===== config.mk =====
export PLATFORM = sky130hd
export DESIGN_NAME = muldiv_sequencer
export DESIGN_NICKNAME = d
export VERILOG_FILES = /design/src/rtl/muldiv_sequencer.sv
export SDC_FILE = /design/constraint.sdc
export NUM_CORES = 1
export LEC_CHECK = 0
export CORE_MARGIN = 1
export CORE_UTILIZATION = 50
export CTS_CLUSTER_DIAMETER = 50
export DETAILED_ROUTE_END_ITERATION = 10
export DONT_BUFFER_PORTS = 1
export GPL_ROUTABILITY_DRIVEN = 0
export PLACE_DENSITY = 0.73
export SETUP_SLACK_MARGIN = 0.2
export SYNTH_ARGS = -nofsm -noshare
export SYNTH_HDL_FRONTEND = slang
export SYNTH_SLANG_ARGS = --single-unit

===== constraint.sdc =====
create_clock -name clk -period 7.55 [get_ports clk]
set_clock_uncertainty 0.1 [all_clocks]
set_input_delay 1.51 -clock clk [delete_from_list [all_inputs] [get_ports clk]]
set_output_delay 1.51 -clock clk [all_outputs]
set_load 0.01 [all_outputs]

===== src/rtl/muldiv_sequencer.sv =====
// Iterative multiply/divide engine with architectural HI/LO registers (MULTU/MULT/DIVU/DIV, MTHI/MTLO).
// Optional macro MULDIV_EARLY_TERM_EN: multiplies leave CALC once the remaining multiplier is zero.
module muldiv_sequencer #(
    parameter int WIDTH = 32
) (
    input  logic             clk,
    input  logic             rst_n,
    input  logic             start,
    input  logic [1:0]       op,
    input  logic [WIDTH-1:0] x,
    input  logic [WIDTH-1:0] y,
    input  logic             flush,
    input  logic             hi_we,
    input  logic             lo_we,
    input  logic [WIDTH-1:0] wdata,
    output logic             busy,
    output logic             done,
    output logic [WIDTH-1:0] hi,
    output logic [WIDTH-1:0] lo,
    output logic             div_zero
);

    localparam int               CW         = $clog2(WIDTH) + 1;
    localparam logic [CW-1:0]    LAST_COUNT = CW'(WIDTH - 1);
    localparam logic [WIDTH-1:0] DIV0_HI    = WIDTH'(32'hDEADBEEF);

    typedef enum logic [1:0] {IDLE, CALC, FIX} state_t;

    state_t             state_q, state_d;
    logic [CW-1:0]      count_q, count_d;
    logic [2*WIDTH-1:0] acc_q, acc_d;       // product, or {remainder, quotient}
    logic [2*WIDTH-1:0] mcand_q, mcand_d;
    logic [WIDTH-1:0]   mplier_q, mplier_d; // multiplier, or divisor
    logic [1:0]         op_q, op_d;
    logic               sx_q, sx_d;
    logic               sy_q, sy_d;
    logic [WIDTH-1:0]   hi_q, hi_d;
    logic [WIDTH-1:0]   lo_q, lo_d;
    logic               done_q, done_d;
    logic               div_zero_q, div_zero_d;

    logic [WIDTH-1:0]   x_abs, y_abs;
    logic [WIDTH:0]     div_diff;
    logic [2*WIDTH-1:0] prod_fix;
    logic [WIDTH-1:0]   quot_fix, rem_fix;
    logic               calc_last;

    assign x_abs    = (op[0] && x[WIDTH-1]) ? -x : x;
    assign y_abs    = (op[0] && y[WIDTH-1]) ? -y : y;
    assign div_diff = acc_q[2*WIDTH-1:WIDTH-1] - {1'b0, mplier_q};
    assign prod_fix = (sx_q ^ sy_q) ? -acc_q : acc_q;
    assign quot_fix = (sx_q ^ sy_q) ? -acc_q[WIDTH-1:0] : acc_q[WIDTH-1:0];
    assign rem_fix  = sx_q ? -acc_q[2*WIDTH-1:WIDTH] : acc_q[2*WIDTH-1:WIDTH];

`ifdef MULDIV_EARLY_TERM_EN
    assign calc_last = (count_q == LAST_COUNT) || (!op_q[1] && (mplier_q[WIDTH-1:1] == '0));
`else
    assign calc_last = (count_q == LAST_COUNT);
`endif

    // NOTE: every output of this block gets a default first, so no path can infer a latch.
    always_comb begin
        state_d    = state_q;
        count_d    = count_q;
        acc_d      = acc_q;
        mcand_d    = mcand_q;
        mplier_d   = mplier_q;
        op_d       = op_q;
        sx_d       = sx_q;
        sy_d       = sy_q;
        hi_d       = hi_q;
        lo_d       = lo_q;
        done_d     = 1'b0;
        div_zero_d = div_zero_q;

        unique case (state_q)
            IDLE: begin
                if (hi_we) hi_d = wdata;
                if (lo_we) lo_d = wdata;
                if (start) begin
                    state_d    = CALC;
                    count_d    = '0;
                    op_d       = op;
                    sx_d       = op[0] & x[WIDTH-1];
                    sy_d       = op[0] & y[WIDTH-1];
                    mplier_d   = y_abs;
                    div_zero_d = 1'b0;
                    if (op[1]) begin
                        acc_d   = {{WIDTH{1'b0}}, x_abs};
                        mcand_d = '0;
                    end else begin
                        acc_d   = '0;
                        mcand_d = {{WIDTH{1'b0}}, x_abs};
                    end
                end
            end
            CALC: begin
                count_d = count_q + 1'b1;
                if (!op_q[1]) begin
                    if (mplier_q[0]) acc_d = acc_q + mcand_q;
                    mcand_d  = {mcand_q[2*WIDTH-2:0], 1'b0};
                    mplier_d = {1'b0, mplier_q[WIDTH-1:1]};
                end else if (!div_diff[WIDTH]) begin
                    acc_d = {div_diff[WIDTH-1:0], acc_q[WIDTH-2:0], 1'b1};
                end else begin
                    acc_d = {acc_q[2*WIDTH-2:0], 1'b0};
                end
                if (calc_last) state_d = FIX;
            end
            FIX: begin
                state_d = IDLE;
                done_d  = 1'b1;
                if (!op_q[1]) begin
                    hi_d = prod_fix[2*WIDTH-1:WIDTH];
                    lo_d = prod_fix[WIDTH-1:0];
                end else if (mplier_q == '0) begin
                    hi_d       = DIV0_HI;
                    lo_d       = '1;
                    div_zero_d = 1'b1;
                end else begin
                    hi_d = rem_fix;
                    lo_d = quot_fix;
                end
            end
            default: state_d = IDLE;
        endcase

        // Flush cancels everything, including a same-cycle start or HI/LO write.
        if (flush) begin
            state_d    = IDLE;
            count_d    = '0;
            done_d     = 1'b0;
            hi_d       = hi_q;
            lo_d       = lo_q;
            div_zero_d = div_zero_q;
        end
    end

    // NOTE: sequential state uses non-blocking assignments so all registers update together.
    always_ff @(posedge clk or negedge rst_n) begin
        if (!rst_n) begin
            state_q    <= IDLE;
            count_q    <= '0;
            acc_q      <= '0;
            mcand_q    <= '0;
            mplier_q   <= '0;
            op_q       <= '0;
            sx_q       <= 1'b0;
            sy_q       <= 1'b0;
            hi_q       <= '0;
            lo_q       <= '0;
            done_q     <= 1'b0;
            div_zero_q <= 1'b0;
        end else begin
            state_q    <= state_d;
            count_q    <= count_d;
            acc_q      <= acc_d;
            mcand_q    <= mcand_d;
            mplier_q   <= mplier_d;
            op_q       <= op_d;
            sx_q       <= sx_d;
            sy_q       <= sy_d;
            hi_q       <= hi_d;
            lo_q       <= lo_d;
            done_q     <= done_d;
            div_zero_q <= div_zero_d;
        end
    end

    assign busy     = (state_q != IDLE);
    assign done     = done_q;
    assign hi       = hi_q;
    assign lo       = lo_q;
    assign div_zero = div_zero_q;

endmodule

==> impl_metrics.csv <==
group,metric,value,unit
outcome,status,"completed",
layout,nFillCells,3547,
timing,fin_ws,3100,ps
layout,syn_to_final_growth,6.91,%
timing,timing.fmax,225,MHz
grt,overflow,0,
worst_setup_path,crit_arrival,4790,ps
timing,fin_tns_setup,0,ps
worst_setup_path,ff2ff_path_depth,13,
logic_synthesis,syn_nets,2675,
worst_setup_path,cp-start-kind,"flop",
clock_tree,cts_buffers,34,
clock_tree,htree_levels,2,
die,dieArea,40500,um^2
layout,final_cells,2907,
pwr,ir_worst_vdd,0.217,mV
placement,portBuffers,0,
detailed_routing,first_pass_iters,6,
detailed_routing,ant_nets,0,
logic_synthesis,synth_edf_count,0,
clock_tree,clock_latency,560,ps
detailed_routing,drt-vias-per-instance,6.65,
logic_synthesis,synth_top_area_share,29.9,%
clock_tree,cts_tree,"yes",
grt,grt_pass1_wl,100,mm
worst_setup_path,endpoint_kind,"flop",
layout,nets,2569,
timing,fin_crit_sh,58.9,%
die,die_x,201,um
logic_synthesis,yosysWarnings,0,
worst_setup_path,reg2reg_to,"acc_q[37]",
die,coreArea,38900,um^2
clock_tree,cts-root-buf,"clkbuf_16",
clock_tree,cts_sinks,237,
worst_setup_path,required,7890,ps
logic_synthesis,synth_area_leaders,"dfrtp_1 (30%), ha_1 (6.3%), o21ai_0 (5.5%)",
layout,final_cell_mix,"nand2_1 (248), dfrtp_1 (236), nor2_1 (231)",
layout,layout_commonest_cell,"nand2_1",
logic_synthesis,synth_top_cell_by_area,"dfrtp_1",
detailed_routing,wl_per_cell,21.8,um
logic_synthesis,syn_avg_cell_area,8.03,um^2
logic_synthesis,async_flop_share,100,%
clock_tree,clk_pin_slew_worst_paths,60,ps
grt,grt_usage,30.8,%
grt,antenna_found_initial,2,
clock_tree,hold_buffers,0,
min_path,hold_path.class,"reg -> reg",
timing,drv_slew,0,
detailed_routing,drt_iter0_markers,2264,
clock_tree,clk_path_buf_depth,3,
die,rows,72,
logic_synthesis,synth-main-ff-cell,"dfrtp_1",
worst_setup_path,r2r_slack,3100,ps
timing,rsz0062_at_grt,"false",
job,cap_violations,0,
placement,dp_hpwl,46.1,mm
clock_tree,cts_resized,0,
die,io_pins,171,
timing,slew-limit-headroom,27.7,%
timing,hold_ws,431,ps
timing,worstMarginPinSlew,1080,ps
placement,dpl.cell_count,2845,
die,initial_core_util,50.9,%
layout,drive_gt1_share,6.16,%
pwr,leakagePower,9.15,nW
pwr,power,7.63,mW
logic_synthesis,syn-cell-area,19800,um^2
worst_setup_path,cp_max_fo,18,
timing,setup_viol,0,
timing,fin_crit,4450,ps
logic_synthesis,synth.distinct_cells,95,
timing,hold_viol,0,
worst_setup_path,reg2reg_from,"acc_q[31]",
detailed_routing,vias,19300,
detailed_routing,drc,0,
die,dieHeight,201,um
placement,dp_slack,3090,ps
logic_synthesis,seq_area_frac_synth,29.9,%
logic_synthesis,ys_seq_elements,237,
grt,grt_pass1_vias,18100,
logic_synthesis,syn-instance-count,2469,
worst_setup_path,critPathKind,"reg -> reg",
worst_setup_path,cp-startpoint,"acc_q[31]",
grt,grt_start_max_net_pins,238,
detailed_routing,wirelength,63.3,mm
pwr,cellPowerDensity,360,nW/um^2
clock_tree,post-cts-setup-buffers,0,
worst_setup_path,cp-endpoint,"acc_q[37]",
==> registers in the layout, summed over array words and instances (netlist names) <==
register,flops
acc_q,64
count_q,6
div_zero,1
done,1
hi,32
lo,32
mcand_q,64
mplier_q,32
op_q,1
state_q,2
sx_q,1
sy_q,1
==> worst min path at each step <==
stage           startpoint           to  slack [ps]  cells past startpoint
4_1_cts        mcand_q[32]  mcand_q[32]         440                      1
6_report       mcand_q[58]  mcand_q[58]         430                      1
2_1_floorplan   mcand_q[0]   mcand_q[0]         370                      2
3_3_place_gp   mcand_q[62]  mcand_q[62]         410                      1
5_1_grt        mcand_q[35]  mcand_q[35]         460                      1
3_5_place_dp   mcand_q[56]  mcand_q[56]         420                      1
==> metrics by stage <==
step | area, um^2 | utilization, %
after floorplan | 19800 | -
after global placement | 20100 | 51.6
after detailed placement | 20100 | 51.6
after CTS | 21200 | 54.5
after global routing | 21200 | 54.5
final | 21200 | 54.5
==> kinds of logic after synthesis <==
group	after synthesis	share of synthesized area (%)
AOI/OAI and AO/OA	885	29.8
xor gates and xnor gates	204	9.01
adders and majority gates	102	6.51
buffers and inverters	238	4.69
DFF	237	29.9
muxes	22	1.31
and+or+nand+nor	781	18.7
==> area by class of cell <==
type,count,area [um^2],share of cell area [%]
inverters,71,267,1.26
multi-input cells,1994,13000,61.5
flip-flops and latches,237,5930,28.0
diodes,1,2.50,0.0118
repair buffers,25,188,0.885
well taps,518,648,3.06
clock inverters,20,208,0.980
clock buffers,41,907,4.28
==> power by group <==
group / switching [mW] / internal [mW]
combinational: 2.28 / 1.60
clock: 0.659 / 0.942
sequential: 0.615 / 1.53
==> synth_stat cells, types with 5 or more instances <==
cell and count:
a21oi_1 166, xnor2_1 118, and2_1 16, or4_1 18
mux2i_1 12, nor2_1 235, a31o_2 5, nor3_1 43
nand3_1 45, a211oi_1 13, o221ai_1 17, o21a_1 14
o211ai_1 43, or3_1 22, a221o_1 9, buf_2 7
nand2_1 248, buf_1 8, o22ai_1 50, clkbuf_1 148
a22oi_1 16, nand4_1 21, mux2_4 7, or2_2 7
xor2_1 86, nor4_1 25, a31oi_1 32, o41ai_1 12
o21ai_1 18, o21ai_0 217, and3_1 23, a221oi_1 57
nand2b_1 23, o31ai_1 22, nand3b_1 8, inv_1 71
nor2b_1 19, dfrtp_1 237, a22o_1 36, o31a_1 7
a21o_1 71, o21bai_1 18, a21boi_0 6, ha_1 100
==> metal layers <==
metal | part of all wire (%) | GRT usage [%]
met4 | 4.2 | 13.4
met5 | 0.14 | 1.67
met2 | 45 | 48.4
met1 | 40 | 40.0
met3 | 10 | 7.73
==> critical path, stage by stage, from the launching register on <==
cell	delay, ps
dfrtp_1	450
inv_1	130
ha_1	240
fa_1	380
nand2b_1	210
a21oi_1	220
o41a_1	270
o21ai_2	120
o31ai_1	430
o221ai_1	270
nor2_1	680
buf_4	370
o211ai_1	130
a32o_1	310
Power figures use the tool's default switching activity.
==> variant (config.mk and constraints unchanged) <==
The option `MULDIV_EARLY_TERM_EN` is turned on by a define.
--- a/src/rtl/muldiv_sequencer.sv
+++ b/src/rtl/muldiv_sequencer.sv
@@ -1,4 +1,6 @@
 // Iterative multiply/divide engine with architectural HI/LO registers (MULTU/MULT/DIVU/DIV, MTHI/MTLO).
 // Optional macro MULDIV_EARLY_TERM_EN: multiplies leave CALC once the remaining multiplier is zero.
+`define MULDIV_EARLY_TERM_EN
+
 module muldiv_sequencer #(
     parameter int WIDTH = 32
Function: changed (a bounded check fails within 4 cycles, from zero or initial values and one cycle with rst_n low).
==> variant against the original RTL <==
  * Sequential cell count unchanged
  * Design area down 2.6%
  * Worst setup slack worse by 0.32 ns
  * Total power up 22%
  * Area after synthesis down 2.2%
  * Wire length up 1.6%
  * Utilization about the same
==> variant: results (changes against the original RTL) <==
* Warning count from the yosys run at 0 (unchanged)
* Worst stage delay on the critical path at 0.78 ns (+0.10 ns)
* Final Instance Count excl. Fillers at 2,906 (-0.034%)
* Initial antenna violation count at 1 (-1)
* HPWL reported at the end of detailed placement at 47,400 um (+2.8%)
* Worst supply voltage drop on vdd at 0.235 mV (+8.3%)
* Portion of the post-synthesis area used by sequential elements at 30.6% (+0.68 points)
* Total number of nets in the final design at 2,581 (+0.47%)
* Largest net degree at the start of global routing at 238 (unchanged)
* Wire length of the first global-routing pass at 100,000 um (-0.19%)
* Leading register cell type out of synthesis: sky130_fd_sc_hd__dfrtp_1
* Placed cell count at 2,856 (+0.39%)
* Delay-heaviest family, CP: compound AO/OA/AOI/OAI gates
* Distinct cells, synth at 71 (-25%)
* Number of buffers added on ports at 0 (unchanged)
* Most area-consuming cells after synthesis: sky130_fd_sc_hd__dfrtp_1 31%, sky130_fd_sc_hd__o21ai_0 7.0%, sky130_fd_sc_hd__ha_1 6.5%
* DR pass1 iterations at 7 (+1)
* Syn nets at 2,683 (+0.30%)
* Slowest cell on crit path: sky130_fd_sc_hd__a2111oi_0
* CTS Root Buffer Type: sky130_fd_sc_hd__clkbuf_16
* Gr usage total at 32.0% (+1.2 points)
* Data arrival at the endpoint of the critical path at 5.14 ns (+0.35 ns)
* Vias after detailed routing at 19,200 (-0.50%)
* Mapped Avg Cell Area at 7.83 um^2 (-2.5%)
* Via count of the first global-routing pass at 17,900 (-0.99%)
* Pin slew with the least headroom to its limit at 1.42 ns (+0.343 ns)
* DR iter-0 viols at 2,108 (-6.9%)
* TritonCTS buffer count at 28 (-18%)
* H-tree depth at 1 (-1)
* Share of layout cells above drive strength 1 at 4.43% (-1.7 points)
* Commonest cells post-synth: 277 x sky130_fd_sc_hd__nand2_1, 270 x sky130_fd_sc_hd__o21ai_0, 251 x sky130_fd_sc_hd__nor2_1
* Max FO, Critical Path at 8 (-10)
* Resized cells post-CTS at 0 (unchanged)
* Clk_lat worst skew at 0.58 ns (+0.02 ns)
* Wire length reported by the detailed router at 64,300 um (+1.6%)
* Leakage at 8.82 nW (-3.6%)
* Async set-or-reset flop fraction in the synthesized netlist at 100% (unchanged)
* Outcome: completed
* Filler cell count in the final layout at 3,478 (-1.9%)
[variant: cell types whose count changed after synthesis, moves of 16 or more]
cell | before | now
sky130_fd_sc_hd__nor2_1 | 235 | 251
sky130_fd_sc_hd__a21oi_1 | 166 | 185
sky130_fd_sc_hd__o21ai_0 | 217 | 270
sky130_fd_sc_hd__nand2_1 | 248 | 277
sky130_fd_sc_hd__a21o_1 | 71 | 51
[variant: per-stage QoR]
stage               area, um^2  hold slack (ns)  setup slack [ns]
detailed placement       19700            0.413              2.79
global route             20700            0.443              2.38
finish                   20700            0.433              2.78
CTS                      20600            0.434              2.94
global placement         19700            0.407              2.91
floorplan                19400            0.370              3.43
[variant: kinds of logic (layout without fill, tap and decap cells)]
logic type	count (synthesis)	count (layout)	synth area share [%]
DFF	237	237	30.6
xor gates and xnor gates	217	217	9.80
adders and majority gates	102	102	6.66
buffers and inverters	230	147	4.52
and+or+nand+nor	789	789	18.4
AOI/OAI and AO/OA	879	879	28.8
muxes	23	23	1.22
other	0	1	0
[variant: path summary, 6_finish.rpt]
path,startpoint,to,slack (ns),depth (start not counted)
setup / recovery,acc_q[2],acc_q[51],2.78,12
hold / removal,mplier_q[9],mplier_q[8],0.43,2
setup reg to reg,acc_q[2],acc_q[51],2.78,12
hold reg to reg,mplier_q[9],mplier_q[8],0.43,2
max in group asynchronous,rst_n,acc_q[25],6.50,0
min in group asynchronous,rst_n,done,0.54,0
[variant: routing by layer]
metal | global-route usage, % | routed length [um]
met3 | 8.21 | 7500
met2 | 49.1 | 28100
met4 | 14.7 | 2770
met1 | 42.2 | 25900
met5 | 0 | 0
[variant: area by class of cell]
type,count,share of cell area [%]
clock inverters,13,0.672
inverters,75,1.36
diodes,1,0.0121
flip-flops and latches,237,28.7
repair buffers,23,0.836
well taps,511,3.10
clock buffers,36,3.88
multi-input cells,2010,61.4
[variant: power breakdown]
part | total (mW) | leakage [nW] | internal (mW) | switching, mW
Clock | 1.40 | 0.467 | 0.818 | 0.581
Combinational | 5.41 | 5.37 | 2.14 | 3.27
Sequential | 2.48 | 2.99 | 1.67 | 0.817
Total | 9.30 | 8.82 | 4.63 | 4.67
[variant: worst min-delay path, cell delays in order, from the launching register on]
cell	delay, ns
sky130_fd_sc_hd__dfrtp_1	0.34
sky130_fd_sc_hd__o211ai_1	0.09
sky130_fd_sc_hd__o21ai_0	0.07
